==> src/rtl/sub_serial_if.sv <==
// Handshake and operand bus for the bit-serial subtractor.
// The master starts an operation and reads back the difference and borrow.
interface sub_serial_if #(parameter int WIDTH = 8);
    logic             en;
    logic [WIDTH-1:0] a;
    logic [WIDTH-1:0] b;
    logic [WIDTH-1:0] out;
    logic             borrow;
    logic             done;

    modport master (output en, a, b, input out, borrow, done);
    modport slave  (input en, a, b, output out, borrow, done);
endinterface

==> src/rtl/sub_serial.sv <==
// Bit-serial subtractor: out = a - b mod 2^WIDTH, one bit per clock, LSB first.
// Shares the en-driven IDLE/compute/DONE handshake with the serial adder.
//
// state | meaning
// IDLE  | waiting for en; operands are loaded on the en edge
// SUB   | one difference bit per edge, WIDTH edges total
// DONE  | result and final borrow valid; en returns to IDLE
module sub_serial #(
    parameter int WIDTH = 8
) (
    input logic        clk,
    input logic        rst,
    sub_serial_if.slave bus
);
    localparam int CW = (WIDTH > 1) ? $clog2(WIDTH) : 1;

    typedef enum logic [1:0] {
        IDLE = 2'd0,
        SUB  = 2'd1,
        DONE = 2'd2
    } state_t;

    state_t           state;
    logic [WIDTH-1:0] a_reg;
    logic [WIDTH-1:0] b_reg;
    logic [WIDTH-1:0] out_r;
    logic             borrow_r;
    logic [CW-1:0]    count;
    logic             d;
    logic             borrow_nxt;

    always_comb begin
        d          = a_reg[0] ^ b_reg[0] ^ borrow_r;
        borrow_nxt = (~a_reg[0] & b_reg[0]) | (~a_reg[0] & borrow_r) | (b_reg[0] & borrow_r);
    end

    always_ff @(posedge clk or posedge rst) begin
        if (rst) begin
            state    <= IDLE;
            a_reg    <= '0;
            b_reg    <= '0;
            out_r    <= '0;
            borrow_r <= 1'b0;
            count    <= '0;
        end else begin
            case (state)
                IDLE: begin
                    if (bus.en) begin
                        a_reg    <= bus.a;
                        b_reg    <= bus.b;
                        out_r    <= '0;
                        borrow_r <= 1'b0;
                        count    <= '0;
                        state    <= SUB;
                    end
                end
                SUB: begin
                    // New bits enter at the MSB so the first (LSB) bit lands at bit 0 after WIDTH shifts.
                    out_r    <= {d, out_r[WIDTH-1:1]};
                    borrow_r <= borrow_nxt;
                    a_reg    <= {1'b0, a_reg[WIDTH-1:1]};
                    b_reg    <= {1'b0, b_reg[WIDTH-1:1]};
                    count    <= count + 1'b1;
                    if (count == CW'(WIDTH - 1))
                        state <= DONE;
                end
                DONE: begin
                    if (bus.en)
                        state <= IDLE;
                end
                default: state <= IDLE;
            endcase
        end
    end

    assign bus.out    = out_r;
    assign bus.borrow = borrow_r;
    assign bus.done   = (state == DONE);
endmodule

==> src/flat_wrapper.sv <==
// flat-port wrapper written by rule: the top's interface ports become plain ports
module sub_serial_flat 
#(
    parameter int WIDTH = 8
)
  (clk, rst, bus_en, bus_a, bus_b, bus_out, bus_borrow, bus_done);
  sub_serial_if #(.WIDTH(WIDTH)) bus_i ();
  input logic clk;
  input logic rst;
  input wire logic [$bits(bus_i.en)-1:0] bus_en;
  input wire logic [$bits(bus_i.a)-1:0] bus_a;
  input wire logic [$bits(bus_i.b)-1:0] bus_b;
  output wire logic [$bits(bus_i.out)-1:0] bus_out;
  output wire logic [$bits(bus_i.borrow)-1:0] bus_borrow;
  output wire logic [$bits(bus_i.done)-1:0] bus_done;
  assign bus_i.en = bus_en;
  assign bus_i.a = bus_a;
  assign bus_i.b = bus_b;
  assign bus_out = bus_i.out;
  assign bus_borrow = bus_i.borrow;
  assign bus_done = bus_i.done;
  sub_serial #(.WIDTH(WIDTH)) u_core (.clk(clk), .rst(rst), .bus(bus_i));
endmodule
==> config.mk <==
export PLATFORM = sky130hd
export DESIGN_NAME = sub_serial_flat
export DESIGN_NICKNAME = d
export VERILOG_FILES = /design/src/rtl/sub_serial_if.sv /design/src/rtl/sub_serial.sv /design/src/flat_wrapper.sv
export SDC_FILE = /design/constraint.sdc
export NUM_CORES = 1
export LEC_CHECK = 0
export BUFFER_PORTS_ARGS = -buffer_cell sky130_fd_sc_hd__buf_2
export CAP_MARGIN = 20
export CORE_MARGIN = 4
export CORE_UTILIZATION = 46
export CTS_BUF_LIST = sky130_fd_sc_hd__clkbuf_4 sky130_fd_sc_hd__clkbuf_8 sky130_fd_sc_hd__clkbuf_16
export DETAILED_ROUTE_END_ITERATION = 8
export GPL_TIMING_DRIVEN = 0
export PLACE_DENSITY = 0.75
export SYNTH_ARGS = -nofsm -noshare
export SYNTH_HDL_FRONTEND = slang
export SYNTH_SLANG_ARGS = --single-unit
==> constraint.sdc <==
create_clock -name clk -period 1.9 [get_ports clk]
set_clock_uncertainty 0.1 [all_clocks]
set_input_delay 0.38 -clock clk [delete_from_list [all_inputs] [get_ports clk]]
set_output_delay 0.38 -clock clk [all_outputs]
set_load 0.005 [all_outputs]
==> summary.txt <==
CTS tree -> done
Final Cell Area -> 0.00179 sq mm
RSZ-0062 raised after global routing -> no
CP arrival -> 1.24 ns
vias in the first global route -> 1,138
Total GRT Usage -> 0.168
instance count of the mapped netlist -> 114
Async SR Flop Fraction -> 1.00
CP Class -> reg -> out
share of cells above drive strength 1 -> 0.428
CTS Buffer Depth -> 2
FMAX -> 0.580 GHz
initial antenna violation count -> 0
minimum clock period -> 1.72 ns
post-synthesis average cell area -> 13.0 sq um
hold slack -> 0.276 ns
Core ar. -> 0.00305 sq mm
TritonCTS buffer count -> 5
Worst-Margin Slew -> 0.444 ns
CP Capture Type -> primary output
CTS clk-pin slew, worst paths -> 0.10 ns
synthesis warning total -> 0
gpl congestion -> 0.756
final setup vio count -> 0
Filler cells -> 272
Synth area leader -> dfrtp_1
global-route wire length before repair -> 5350 um
vias -> 1,044
CP dominant cell by count -> buf_2
TritonRoute pass-1 iters -> 4
Routed Wire Length -> 3110 um
number of synthesized flops with an enable pin -> 0
die area -> 0.00419 sq mm
synthesized area -> 0.00148 sq mm
P per Cell Area -> 1560 mW/mm^2
ANT nets after route -> 0
num rows -> 20
n_diodes -> 0
number of H-tree levels -> 2
Placed Area -> 0.00170 sq mm
Top Ports -> 29
Root Buffer -> clkbuf_4
port buffer count -> 28
Crit path required time -> 1.42 ns
Rel. slew slack -> 0.703
HP Class -> in -> reg
outcome -> complete, no violations
area of the multi-input gates -> 587 sq um
Synth top area share -> 0.508
crit path cell chain -> buf_2 -> nor2b_1 -> buf_2
GR Overflow Total -> 0
P_leak -> 0.828 nW
ys flop type -> dfrtp_1
Post-DP HPWL -> 2220 um
CP max FO -> 10
FF+latch area -> 751 sq um
Final Max Slew Viols -> 0
Max VDD drop -> 0.734 mV
setup TNS after final layout -> 0 ns
Die W -> 64.7 um
P&R area growth vs syn -> 21.1%
sequential fraction of the synthesis area -> 0.508
nets@finish -> 173
Max Cap Viol -> 0
Sink Count -> 30
Finished Layout Cells -> 196
DRC violations left -> 0
Critical Path Source Type -> flip-flop
Avg WL per Cell -> 15.9 um
PostCTS Resize Cnt -> 0
Synth cell types -> 21
placed cell count -> 187
Hold Vio Cnt, Final -> 0
Starting Density -> 0.484
Die Ht -> 64.7 um
Syn Nets -> 136
pin count of the biggest net entering global routing -> 23
Synth area leaders -> dfrtp_1 51%, a221oi_2 8.1%, nor4b_2 8.1%
slowest stage cell, crit path -> dfrtp_1
Worst-Skew Late Latency -> 0.33 ns
cell with the most instances after synthesis -> dfrtp_1
Yosys reg bits -> 30
DRT iter0 DRCs -> 30
fin crit share -> 0.907
slowest stage delay, CP -> 0.39 ns
Vias/cell -> 5.33
Commonest cells post-synth -> 30 x dfrtp_1, 18 x inv_1, 11 x a22o_1
[layout make-up]
class / count / area share
inverter: 18 / 0.0377
multi-input combinational: 56 / 0.328
timing repair buffer: 30 / 0.0992
buffer: 10 / 0.0412
clock buffer: 8 / 0.0440
tap: 44 / 0.0307
sequential: 30 / 0.419
[repair_timing]
| item | CTS | global route |
|---|---|---|
| setup buffers | 0 | 0 |
| endpoints found under the setup margin | 0 | 0 |
| hold endpoints to repair | 8 | 0 |
| hold buffers | 1 | 0 |
[per-stage QoR]
step	setup WS [ns]	total power (W)	util
after CTS	0.178	0.00282	0.586
after floorplan	0.533	0.00200	-
final	0.177	0.00279	0.586
after global placement	0.390	0.00226	0.548
after detailed placement	0.422	0.00234	0.557
after global routing	0.0831	0.00300	0.586
[placed cells by master, fill, tap and decap left out, types with 2 or more instances in the layout]
cell / n
buf_2: 33
dfrtp_1: 30
inv_1: 18
a22o_1: 11
nor4b_2: 8
a221oi_2: 8
nor4b_1: 6
a221oi_1: 6
clkbuf_4: 5
nand2_1: 3
buf_6: 3
clkbuf_8: 3
nor2b_1: 2
buf_4: 2
nand3b_1: 2
o221ai_1: 2
ha_1: 2
[final timing paths]
path                                    from  slack, ns  cells past startpoint                 to
max                          u_core.state[1]       0.18                      3           bus_done
min                                 bus_a[3]       0.28                      3    u_core.a_reg[3]
max reg2reg                u_core.bus.borrow       0.49                      3  u_core.bus.out[7]
min reg2reg                  u_core.a_reg[7]       0.40                      2    u_core.a_reg[7]
max in group asynchronous                rst       0.76                      4    u_core.count[0]
min in group asynchronous                rst       0.48                      3    u_core.a_reg[3]
[report_power, final]
part | leakage [nW] | internal, W | switching, W | total, W
clock | 0.0446 | 0.000253 | 0.000221 | 0.000474
combinational | 0.417 | 0.000620 | 0.000629 | 0.00125
sequential | 0.367 | 0.000926 | 0.000144 | 0.00107
total | 0.828 | 0.00180 | 0.000994 | 0.00279
[logic make-up after synthesis]
kind of cell	Yosys count	share of synthesized area
flops	30	0.508
fa+ha+maj	3	0.0305
compound gates	29	0.205
simple gates	22	0.147
buf+inv	28	0.0956
mux	2	0.0144
[routing by layer]
metal  routed length [um]  up-vias  track usage
met5                    0        -            0
met4                   36        0       0.0818
met3                  180        4       0.0485
met2                 1510       30        0.272
met1                 1390      512        0.204
li1                     -      498            -
[worst max-delay path: cells and delay by family (launching register included)]
kind                   cells  cell delay, ns
buffers and inverters      2            0.37
flip-flops                 1            0.39
AND/OR/NAND/NOR            1            0.15
(Power assumes the default switching activity.)
